<file path="config.mk">
export PLATFORM = sky130hd
export DESIGN_NAME = csa_adder3
export DESIGN_NICKNAME = d
export VERILOG_FILES = /design/src/rtl/csa_pkg.sv /design/src/rtl/rca_block.sv /design/src/rtl/csa_adder3.sv
export SDC_FILE = /design/constraint.sdc
export NUM_CORES = 1
export LEC_CHECK = 0
export ABC_CLOCK_PERIOD_IN_PS = 13600
export CAP_MARGIN = 15
export CORE_MARGIN = 4
export CORE_UTILIZATION = 49
export DETAILED_ROUTE_END_ITERATION = 6
export PLACE_DENSITY_LB_ADDON = 0.15
export SLEW_MARGIN = 20
export SYNTH_ARGS = -nofsm -noshare
export SYNTH_HDL_FRONTEND = slang
export SYNTH_HIERARCHICAL = 1
export SYNTH_SLANG_ARGS = --single-unit
</file>
<file path="constraint.sdc">
create_clock -name vclk -period 13.6
set_input_delay 2.72 -clock vclk [all_inputs]
set_output_delay 2.72 -clock vclk [all_outputs]
set_load 0.01 [all_outputs]
</file>
<file path="src/rtl/csa_pkg.sv">
// Shared constants and helpers for the carry-select adder family.
package csa_pkg;

    localparam int unsigned CSA_WIDTH = 32;
    localparam int unsigned CSA_BLOCK = 4;

    // Number of carry-select blocks; a zero block size yields zero blocks.
    function automatic int unsigned csa_num_blocks(input int unsigned width,
                                                   input int unsigned block);
        return (block == 0) ? 0 : width / block;
    endfunction

endpackage

</file>
<file path="src/rtl/rca_block.sv">
// BLOCK-bit ripple-carry adder used as the building block of csa_adder3.
module rca_block
    import csa_pkg::*;
#(
    parameter int unsigned BLOCK = CSA_BLOCK
) (
    input  logic [BLOCK-1:0] a,
    input  logic [BLOCK-1:0] b,
    input  logic             cin,
    output logic [BLOCK-1:0] s,
    output logic             cout
);

    logic [BLOCK:0] w_c;

    assign w_c[0] = cin;

    for (genvar i = 0; i < BLOCK; i++) begin : g_bit
        assign s[i]     = a[i] ^ b[i] ^ w_c[i];
        assign w_c[i+1] = (a[i] & b[i]) | (w_c[i] & (a[i] ^ b[i]));
    end

    assign cout = w_c[BLOCK];

endmodule

</file>
<file path="src/rtl/csa_adder3.sv">
// Carry-select adder: {Cout,S} = A + B + Cin. Define CSA_ADDER3_OUTREG_EN to
// add a one-cycle output register with synchronous active-high reset.
module csa_adder3
    import csa_pkg::*;
#(
    parameter int unsigned WIDTH = CSA_WIDTH,
    parameter int unsigned BLOCK = CSA_BLOCK
) (
    input  logic             clk,
    input  logic             rst,
    input  logic [WIDTH-1:0] A,
    input  logic [WIDTH-1:0] B,
    input  logic             Cin,
    output logic [WIDTH-1:0] S,
    output logic             Cout
);

    localparam int unsigned NBLK = csa_num_blocks(WIDTH, BLOCK);

    if (BLOCK == 0) begin : g_chk_block
        $fatal(1, "csa_adder3: BLOCK must be non-zero");
    end else if ((WIDTH % BLOCK) != 0) begin : g_chk_width
        $fatal(1, "csa_adder3: WIDTH must be a multiple of BLOCK");
    end

    logic [WIDTH-1:0] w_sum;
    logic [NBLK:0]    w_carry;

    assign w_carry[0] = Cin;

    // Block 0 ripples with Cin; upper blocks precompute both carry-in cases.
    for (genvar k = 0; k < NBLK; k++) begin : g_blk
        if (k == 0) begin : g_ripple
            rca_block #(.BLOCK(BLOCK)) u_rca (
                .a    (A[BLOCK-1:0]),
                .b    (B[BLOCK-1:0]),
                .cin  (w_carry[0]),
                .s    (w_sum[BLOCK-1:0]),
                .cout (w_carry[1])
            );
        end else begin : g_select
            logic [BLOCK-1:0] w_s0;
            logic [BLOCK-1:0] w_s1;
            logic             w_c0;
            logic             w_c1;

            rca_block #(.BLOCK(BLOCK)) u_rca0 (
                .a    (A[k*BLOCK +: BLOCK]),
                .b    (B[k*BLOCK +: BLOCK]),
                .cin  (1'b0),
                .s    (w_s0),
                .cout (w_c0)
            );

            rca_block #(.BLOCK(BLOCK)) u_rca1 (
                .a    (A[k*BLOCK +: BLOCK]),
                .b    (B[k*BLOCK +: BLOCK]),
                .cin  (1'b1),
                .s    (w_s1),
                .cout (w_c1)
            );

            assign w_sum[k*BLOCK +: BLOCK] = w_carry[k] ? w_s1 : w_s0;
            assign w_carry[k+1]            = w_carry[k] ? w_c1 : w_c0;
        end
    end

`ifdef CSA_ADDER3_OUTREG_EN
    logic [WIDTH-1:0] r_s;
    logic             r_cout;

    // Reset wins over the in-flight result on the same edge.
    always_ff @(posedge clk) begin
        if (rst) begin
            r_s    <= '0;
            r_cout <= 1'b0;
        end else begin
            r_s    <= w_sum;
            r_cout <= w_carry[NBLK];
        end
    end

    assign S    = r_s;
    assign Cout = r_cout;
`else
    logic w_unused;

    assign w_unused = clk ^ rst;
    assign S        = w_sum;
    assign Cout     = w_carry[NBLK];
`endif

endmodule

</file>
## After elaboration in Yosys (flattened, before gate mapping)

Cells that the tools add are included.

| word-level totals | value |
|---|---|
| word-level logic and storage cells | 230 |
| RAM bits | 0 |
| register bits | 0 |
| bits in read-only memories | 0 |
| memories | 0 |
| latch bits | 0 |

| cells by class | value |
|---|---|
| reductions and logical operators | 0 |
| shift operators | 0 |
| $lt $le $gt $ge | 0 |
| mux-type cells | 14 |
| equal/unequal tests | 0 |
| div/mod/pow operators | 0 |
| $mul | 0 |
| bitwise gates (word level) | 216 |
| add/sub/neg operators | 0 |

Operator list:

| cell | count |
|---|---|
| $and A1 B1 Y1 | 78 |
| $xor A1 B1 Y1 | 78 |
| $or A1 B1 Y1 | 53 |
| $mux W4 | 7 |
| $mux W1 | 7 |
| $not A1 Y1 | 7 |

## Longest topological paths before layout

Gate-level depths: netlist of the first run.

| depth | value |
|---|---|
| depth in word-level cells | 16 |
| depth in mapped cells | 15 |
| mapped depth without buffers | 14 |

## By module

The synthesis of the first run kept the hierarchy.

By module, submodules not included:

| module | area an instance (µm²) | seq. area each (µm²) | instances | cells each |
|---|---|---|---|---|
| rca_block | 117.6 | 0.0 | 15 | 14 |
| csa_adder3 | 613.1 | 0.0 | 1 | 64 |

## Worst setup path after synthesis of the first run

OpenSTA, ideal clock, no wires.

| path | value |
|---|---|
| path kind | input -> output |
| from | in A[0] |
| to | out S[30] |
| stages | 15 |
| setup slack | 4.857 ns |
| data required time | 10.880 ns |
| data arrival time | 6.023 ns |
| path through | fa_1 -> inv_1 -> fa_1 -> inv_1 -> fa_1 -> inv_1 -> fa_1 -> inv_1 -> mux2i_4 -> mux2i_4 -> mux2i_2 -> a211oi_1 -> buf_2 -> mux2i_1 -> o221ai_1 |

| on the way | value |
|---|---|
| word-level cells in the longest chain between the ends | 16 |
| elaborated cells on any way between the ends | 17 |
| those cells by class | mux: 7; bitwise: 10 |

Ends and longest elaborated chain:

| what | RTL line | RTL |
|---|---|---|
| start: declaration | csa_adder3.sv:11 | `input logic [WIDTH-1:0] A,` |
| $xor A1 B1 Y1 | rca_block.sv:20 | `assign w_c[i+1] = (a[i] & b[i]) \| (w_c[i] & (a[i] ^ b[i]));` |
| $and A1 B1 Y1 | rca_block.sv:20 |  |
| $or A1 B1 Y1 (*) | rca_block.sv:20 |  |
| $and A1 B1 Y1 (*) | rca_block.sv:20 |  |
| $or A1 B1 Y1 (*) | rca_block.sv:20 |  |
| $and A1 B1 Y1 (*) | rca_block.sv:20 |  |
| $or A1 B1 Y1 (*) | rca_block.sv:20 |  |
| $and A1 B1 Y1 (*) | rca_block.sv:20 |  |
| $or A1 B1 Y1 (*) | rca_block.sv:20 |  |
| net w_carry[1] | csa_adder3.sv:27 | `logic [NBLK:0] w_carry;` |
| $mux W1 (*) (6 in a row) | csa_adder3.sv:64 | `assign w_carry[k+1] = w_carry[k] ? w_c1 : w_c0;` |
| $mux W4 (*) | csa_adder3.sv:63 | `assign w_sum[k*BLOCK +: BLOCK] = w_carry[k] ? w_s1 : w_s0;` |
| end: declaration | csa_adder3.sv:14 | `output logic [WIDTH-1:0] S,` |

Mark *: on every way through the listed nets, which the timed path passes. The rest lies on a longest branch.

## Worst setup path after layout of the first run

| path | value |
|---|---|
| from | in A[0] |
| to | out S[25] |

| on the way | value |
|---|---|
| word-level cells in the longest chain between the ends | 15 |
| elaborated cells on any way between the ends | 16 |
| those cells by class | mux: 6; bitwise: 10 |

Ends and longest elaborated chain:

| what | RTL line |
|---|---|
| $xor A1 B1 Y1 | rca_block.sv:20 |
| $and A1 B1 Y1 | rca_block.sv:20 |
| $or A1 B1 Y1 (*) | rca_block.sv:20 |
| $and A1 B1 Y1 (*) | rca_block.sv:20 |
| $or A1 B1 Y1 (*) | rca_block.sv:20 |
| $and A1 B1 Y1 (*) | rca_block.sv:20 |
| $or A1 B1 Y1 (*) | rca_block.sv:20 |
| $and A1 B1 Y1 (*) | rca_block.sv:20 |
| $or A1 B1 Y1 (*) | rca_block.sv:20 |
| net w_carry[1] | csa_adder3.sv:27 |
| $mux W1 (*) (5 in a row) | csa_adder3.sv:64 |
| $mux W4 (*) | csa_adder3.sv:63 |

Marks and branches as above.

==> flow_summary.toml, run 1 <==
[routing]
vias_per_cell = 4.316
drt_wl_total_um = 4674
drt_iter0_drc = 34
vias = 1938
wl_per_cell_um = 10.41
firstDrtPassIters = 4
drcViolationCount = 0
ant_nets = 0

[grt]
top_usage_layer = "met2"
grt_pass1_wl_um = 8528
first_global_vias = 2065
grt_antenna_before_repair = 0
gr-total-overflow = 0
gr-usage-met3 = 0.02088
use_met2 = 0.3296
grtUsageTotal = 0.1665
grt_max_degree = 12
grt_util_met1 = 0.2018

[power]
clkPwrFrac = 0
p_per_area_nw_per_um2 = 57.34
vdd_drop_max_mv = 0.03891
power_frac_seq = 0
leakage_uw = 0.001897
swShare = 0.4319
p_int_uw = 113.2
p_switching_uw = 86.05
p_total_uw = 199.2
combPwrFrac = 1.000

[timing]
period_needed_ps = 10230
max_clock_freq_mhz = 97.73
fin_crit_sh = 0.7524
tns_ps = 0
slew_headroom = 0.6780
rsz0062_at_grt = "false"
slew_viol_final = 0
hold_viol_final = 0
worst_pin_slew_ps = 469.6
report.final.setup_viol = 0

[run_status]
status = "completed"

[setup_path]
endpoint_kind = "primary output"
slowest_stage = "clkdlybuf4s50_1"
arrival_ps = 7510
slowest_delay_ps = 490
path_max_fanout = 9
criticalPathCategory = "input pin to primary output"
critPathTopFamily = "multiplexers"
cp_num_buf_inv = 6
startpoint_type = "input pin"
required_ps = 10880
path_cells = "clkdlybuf4s50_1 > fa_1 > inv_1 > fa_1 > inv_1 > fa_1 > inv_1 > fa_1 > inv_1 > mux2i_4 > mux2i_4 > mux2i_2 > a2111o_1 > o21a_1 > mux2_4 > clkdlybuf4s50_1"

[synth]
syn_inst = 274
syn_avg_cell_area_um2 = 8.676
ys_types = 23
ys_seq_area_frac = 0
synth_top_area_frac = 0.5053
yosys_warnings = 6
yosysTopAreaCell = "fa_1"
synth_area_leaders = "fa_1, inv_1, mux2_2, mux2i_1, mux2_4"
synth_area_um2 = 2377

[clock_network]
ctsResizeCount = 0
ctsHoldBuffers = 0
post_cts_buffers = 0

[floorplan]
start_util = 0.5033
std_cell_rows = 25
io_pins = 100
coreArea_um2 = 4723
die_x_um = 77.66
die_area_um2 = 6030
dieHeight_um = 77.66

[hold_path]
min_to = "S[1]"
min_from = "B[1]"
min_path_cells = 5
hold_class = "input pin to primary output"

[run]
maxCapViolations = 0

[place]
placedCellCount = 449
io_buffer_count = 98
dp_hpwl_um = 4426
place_area_um2 = 3475
place_congestion = 0.7480

[finish]
drive_above_1_share = 0.07330
syn_to_final_growth_pct = 46.16
mostFrequentLayoutCells = "inv_1, clkdlybuf4s50_1, fa_1"
seq_cells = 0
stdcell_area_um2 = 3475
final_cells = 449
insertedDiodeCount = 0
clock_buffers = 0
nets = 511
final_common_cell = "inv_1"
seqCellArea_um2 = 0
## logic make-up (layout without fill, tap and decap cells)
group / after synthesis / in the layout / synth area share
adder cells (fa/ha/maj): 60 / 60 / 0.5053
buffers and inverters: 158 / 254 / 0.2532
AND/OR/NAND/NOR: 7 / 7 / 0.01842
other: 2 / 14 / 0.003159
AO/OA/AOI/OAI: 14 / 14 / 0.05000
multiplexers: 33 / 33 / 0.1700
## power by group through the flow
stage                     logic, uW  clock network [uW]  registers [uW]
after global routing            223                   0               0
final                           199                   0               0
after global placement          196                   0               0
after detailed placement        202                   0               0
after CTS                       203                   0               0
after floorplan                 108                   0               0
## synthesized netlist by cell type (all sizes together)
master,instances
inv,155
fa,60
mux2,24
mux2i,9
o2111ai,5
o221ai,5
buf,3
conb,2
nor2b,2
a2111o,1
a211oi,1
a21oi,1
nand2,1
nand3,1
nand3b,1
nand4,1
nand4b,1
o21a,1
## per-stage QoR
stage	setup WS, ps	utilization	hold WS, ps
after floorplan	4857	-	5626
after global placement	3338	0.7356	6556
after detailed placement	3343	0.7356	6561
after CTS	3313	0.7356	6568
after global routing	3057	0.7356	6598
final	3368	0.7356	6558
## layout make-up
type	instances	area, um2
Multi-Input combinational cell	128	1821
Fill cell	373	1249
Timing Repair Buffer	99	988.4
Inverter	155	581.8
Tap cell	67	83.83
## per-layer routing
metal | wire, um | vias up
met5 | 0 | -
met4 | 0 | 0
met3 | 305 | 0
met2 | 2624 | 56
met1 | 1743 | 936
li1 | - | 946
## how the worst max path moves through the flow
| stage | startpoint | end | slack, ps | depth (start not counted) |
|---|---|---|---|---|
| detailed placement | A[0] | S[25] | 3340 | 16 |
| global placement | A[0] | S[26] | 3340 | 16 |
| floorplan | A[0] | S[30] | 4860 | 15 |
| CTS | A[0] | S[25] | 3310 | 16 |
| global route | A[0] | S[25] | 3060 | 16 |
| finish | A[0] | S[25] | 3370 | 16 |
Note: power is estimated with default switching activity, not from simulation.
==> run 2: changes to the inputs <==
--- a/config.mk
+++ b/config.mk
@@ -5,10 +5,10 @@
 export SDC_FILE = /design/constraint.sdc
 export NUM_CORES = 1
 export LEC_CHECK = 0
-export ABC_CLOCK_PERIOD_IN_PS = 13600
+export ABC_CLOCK_PERIOD_IN_PS = 8320
 export CAP_MARGIN = 15
 export CORE_MARGIN = 4
-export CORE_UTILIZATION = 49
+export CORE_UTILIZATION = 41
 export DETAILED_ROUTE_END_ITERATION = 6
 export PLACE_DENSITY_LB_ADDON = 0.15
 export SLEW_MARGIN = 20
==> constraint.sdc (replaced) <==
create_clock -name vclk -period 8.32
set_input_delay 1.664 -clock vclk [all_inputs]
set_output_delay 1.664 -clock vclk [all_outputs]
set_load 0.01 [all_outputs]
==> run 2 against run 1 <==
Compared with the run above: hold slack lost 2100 ps; wire length grew 5.4%; die area grew 17%; worst setup slack lost 3000 ps; final area grew 0.76%; count of clock-buffer cells in the layout is the same; flip-flop and latch count is the same; utilization shrank 11 points; first-iteration DRC count shrank 53%.
==> flow_summary.toml, run 2 (same netlist as run 1, synthesis figures left out) <==
[power]
clkPwrFrac = 0
swShare = 0.4322
vdd_drop_max_mv = 0.05813
combPwrFrac = 1.000
leakage_uw = 0.001908
p_per_area_nw_per_um2 = 94.33
power_frac_seq = 0
p_int_uw = 187.5
p_switching_uw = 142.7

[routing]
vias_per_cell = 4.309
firstDrtPassIters = 4
drt_wl_total_um = 4927
wl_per_cell_um = 10.80
ant_nets = 0
drcViolationCount = 0
vias = 1965
drt_iter0_drc = 16

[finish]
mostFrequentLayoutCells = "inv_1, clkdlybuf4s50_1, fa_1"
clock_buffers = 0
fin_util = 0.6281
fill_cells = 511
syn_to_final_growth_pct = 47.26
seq_cells = 0
insertedDiodeCount = 0
drive_above_1_share = 0.08073
nets = 513
final_common_cell = "inv_1"
seqCellArea_um2 = 0

[place]
dp_hpwl_um = 4730
place_congestion = 0.7424
io_buffer_count = 98

[setup_path]
startpoint = "A[0]"
arrival_ps = 6300
criticalPathCategory = "input pin to primary output"
critPathTopFamily = "buffers and inverters"
required_ps = 6660
cp_num_buf_inv = 6
startpoint_type = "input pin"
path_cells = "clkdlybuf4s50_1 > fa_1 > inv_1 > fa_1 > inv_1 > fa_1 > inv_1 > fa_1 > inv_1 > mux2i_4 > mux2i_4 > mux2i_2 > a211oi_2 > o21a_1 > mux2_4 > clkdlybuf4s50_1"
endpoint_kind = "primary output"
slowest_stage = "a211oi_2"
path_max_fanout = 9
slowest_delay_ps = 560

[run]
maxCapViolations = 0

[hold_path]
hold_class = "input pin to primary output"
min_path_cells = 5
min_from = "B[1]"
min_to = "S[1]"

[clock_network]
ctsResizeCount = 0
ctsHoldBuffers = 0
post_cts_buffers = 0

[timing]
slew_viol_final = 0
rsz0062_at_grt = "false"
slew_headroom = 0.6041
period_needed_ps = 7964
report.final.setup_viol = 0
hold_viol_final = 0
tns_ps = 0
fin_crit_sh = 0.9572
worst_pin_slew_ps = 592.7
max_clock_freq_mhz = 125.6

[floorplan]
start_util = 0.4265
die_x_um = 84.15
dieHeight_um = 84.15
io_pins = 100
die_area_um2 = 7080
std_cell_rows = 27
coreArea_um2 = 5574

[grt]
gr-total-overflow = 0
grt_antenna_before_repair = 0
grt_max_degree = 10
first_global_vias = 2180
grt_pass1_wl_um = 9032
grtUsageTotal = 0.1491

[run_status]
status = "completed"
## run 2: cell count changes in the layout (fill, tap and decap cells not counted), sizes merged
cell,previous run,this run
buf,1,3
## run 2: final cells by class
type	count	area [um2]	area share
inverters	155	581.8	0.1662
multi-input cells	128	1826	0.5214
well taps	72	90.09	0.02573
repair buffers	101	1003	0.2866
## run 2: metal layers
| metal | vias to the layer above | routed length, um | track usage |
|---|---|---|---|
| met5 | - | 0 | 0 |
| met4 | 0 | 0 | 0 |
| met3 | 0 | 305 | 0.01374 |
| met2 | 64 | 2704 | 0.3020 |
| met1 | 948 | 1917 | 0.1792 |
| li1 | 953 | - | - |
## run 2: power by group through the flow
stage | combinational, uW | clock [uW] | sequential (uW)
final | 330 | 0 | 0
after detailed placement | 336 | 0 | 0
after floorplan | 177 | 0 | 0
after global routing | 369 | 0 | 0
after global placement | 326 | 0 | 0
after CTS | 338 | 0 | 0
## run 2: per-stage QoR
stage          hold WS (ps)  setup slack [ps]  cells  power (uW)  instance area [um2]
2_1_floorplan          3514              1689    286       177.2                 2422
3_3_place_gp           4446             407.3    456       325.9                 3501
6_report               4452             356.1    456       330.2                 3501
4_1_cts                4462             290.1    456       337.6                 3501
5_1_grt                4511             56.18    456       369.4                 3501
3_5_place_dp           4455             301.9    456       335.7                 3501
## run 2: worst max path at each step
stage                     endpoint  cells past startpoint
after global placement       S[24]                     16
after floorplan              S[30]                     15
after CTS                    S[24]                     16
final                        S[24]                     16
after detailed placement     S[24]                     16
after global routing         S[24]                     16
## run 2: worst min-delay path: cells and delay by family
family     cells  cell delay [ps]
buf+inv        4              960
fa+ha+maj      1              150
==> run 3: changes to the inputs <==
--- a/config.mk
+++ b/config.mk
@@ -5,10 +5,10 @@
 export SDC_FILE = /design/constraint.sdc
 export NUM_CORES = 1
 export LEC_CHECK = 0
-export ABC_CLOCK_PERIOD_IN_PS = 8320
+export ABC_CLOCK_PERIOD_IN_PS = 7800
 export CAP_MARGIN = 15
 export CORE_MARGIN = 4
-export CORE_UTILIZATION = 41
+export CORE_UTILIZATION = 46
 export DETAILED_ROUTE_END_ITERATION = 6
 export PLACE_DENSITY_LB_ADDON = 0.15
 export SLEW_MARGIN = 20
==> constraint.sdc (replaced) <==
create_clock -name vclk -period 7.8
set_input_delay 1.56 -clock vclk [all_inputs]
set_output_delay 1.56 -clock vclk [all_outputs]
set_load 0.01 [all_outputs]
==> run 3 against run 2 <==
Compared with the run above: total power is 7.1% higher; final area is 0.14% lower; utilization is 9.3 points higher; critical path type unchanged; largest power group unchanged.
==> flow_summary.toml, run 3 (same netlist as run 1, synthesis figures left out) <==
[timing]
slew_headroom = 0.6623
max_clock_freq_mhz = 133.5
slew_viol_final = 0
rsz0062_at_grt = "false"
period_needed_ps = 7489
worst_pin_slew_ps = 492.5
tns_ps = 0
report.final.setup_viol = 0
hold_viol_final = 0
fin_crit_sh = 0.9601

[power]
p_total_uw = 353.6
vdd_drop_max_mv = 0.06727
clkPwrFrac = 0
p_switching_uw = 153.2
leakage_uw = 0.001909
power_frac_seq = 0
swShare = 0.4333
p_per_area_nw_per_um2 = 101.2
combPwrFrac = 1.000
p_int_uw = 200.4

[clock_network]
ctsHoldBuffers = 0
post_cts_buffers = 0

[setup_path]
path_cells = "clkdlybuf4s50_1 > fa_1 > inv_1 > fa_1 > inv_1 > fa_1 > inv_1 > fa_1 > inv_1 > mux2i_4 > mux2i_4 > mux2i_2 > a2111o_1 > o21a_2 > mux2_4 > clkdlybuf4s50_1"
path_max_fanout = 9
arrival_ps = 5930
required_ps = 6240
cp_num_buf_inv = 6
slowest_stage = "clkdlybuf4s50_1"
endpoint_kind = "primary output"
slowest_delay_ps = 490
startpoint_type = "input pin"
criticalPathCategory = "input pin to primary output"
critPathTopFamily = "buffers and inverters"

[finish]
stdcell_area_um2 = 3496
insertedDiodeCount = 0
mostFrequentLayoutCells = "inv_1, clkdlybuf4s50_1, fa_1"
seq_cells = 0
seqCellArea_um2 = 0
nets = 513
fin_util = 0.7210
clock_buffers = 0
final_common_cell = "inv_1"
drive_above_1_share = 0.08333
syn_to_final_growth_pct = 47.05
fill_cells = 387

[floorplan]
io_pins = 100
coreArea_um2 = 4848
die_area_um2 = 6382
dieHeight_um = 79.89
start_util = 0.4903
std_cell_rows = 25
die_x_um = 79.89

[routing]
vias_per_cell = 4.313
wl_per_cell_um = 10.60
drcViolationCount = 0
firstDrtPassIters = 2
drt_iter0_drc = 11
ant_nets = 0
vias = 1945
drt_wl_total_um = 4779

[grt]
grt_antenna_before_repair = 0
grtUsageTotal = 0.1624
gr-total-overflow = 0
grt_max_degree = 10
grt_pass1_wl_um = 8707
first_global_vias = 2259

[hold_path]
hold_class = "input pin to primary output"

[place]
place_area_um2 = 3495
place_congestion = 0.7765
io_buffer_count = 98
dp_hpwl_um = 4603

[run]
maxCapViolations = 0

[run_status]
status = "completed"
run 3: cell counts in the layout (fill, tap and decap cells not counted):
Identical to the previous run, type by type.
run 3: worst paths after layout:
check	from	depth (start not counted)	slack (ps)	end
worst max-delay path	B[0]	16	310	S[25]
worst min-delay path	B[3]	5	4260	S[3]
run 3: final cells by class:
type / instances / area, um2 / share of cell area
Multi-Input combinational cell: 128 / 1827 / 0.5225
Tap cell: 67 / 83.83 / 0.02398
Inverter: 155 / 581.8 / 0.1664
Timing Repair Buffer: 101 / 1003 / 0.2870
run 3: power by group through the flow:
stage	registers, uW	logic [uW]	clock network, uW
after floorplan	0	189	0
after detailed placement	0	358	0
after CTS	0	360	0
after global routing	0	395	0
after global placement	0	346	0
final	0	354	0
run 3: timing repair:
action	CTS	global route
endpoints found under the hold margin	0	0
endpoints found under the setup margin	0	6
gates resized for setup	0	1
run 3: metrics by stage:
| step | hold WS [ps] | instances | worst slack [ps] |
|---|---|---|---|
| after CTS | 4266 | 451 | 119.9 |
| after global placement | 4239 | 451 | 207.3 |
| after global routing | 4294 | 451 | 53.84 |
| after floorplan | 3306 | 286 | 1377 |
| final | 4256 | 451 | 311.2 |
| after detailed placement | 4267 | 451 | 124.6 |
run 3: per-layer routing:
| metal | wire (um) | GRT usage | share of wire | up-vias |
|---|---|---|---|---|
| met2 | 2589 | 0.3320 | 0.54 | 59 |
| met4 | 51 | 0.02027 | 0.011 | 0 |
| met3 | 300 | 0.01806 | 0.063 | 6 |
| met1 | 1838 | 0.1803 | 0.38 | 934 |
| met5 | 0 | 0 | 0 | - |
| li1 | - | - | - | 946 |
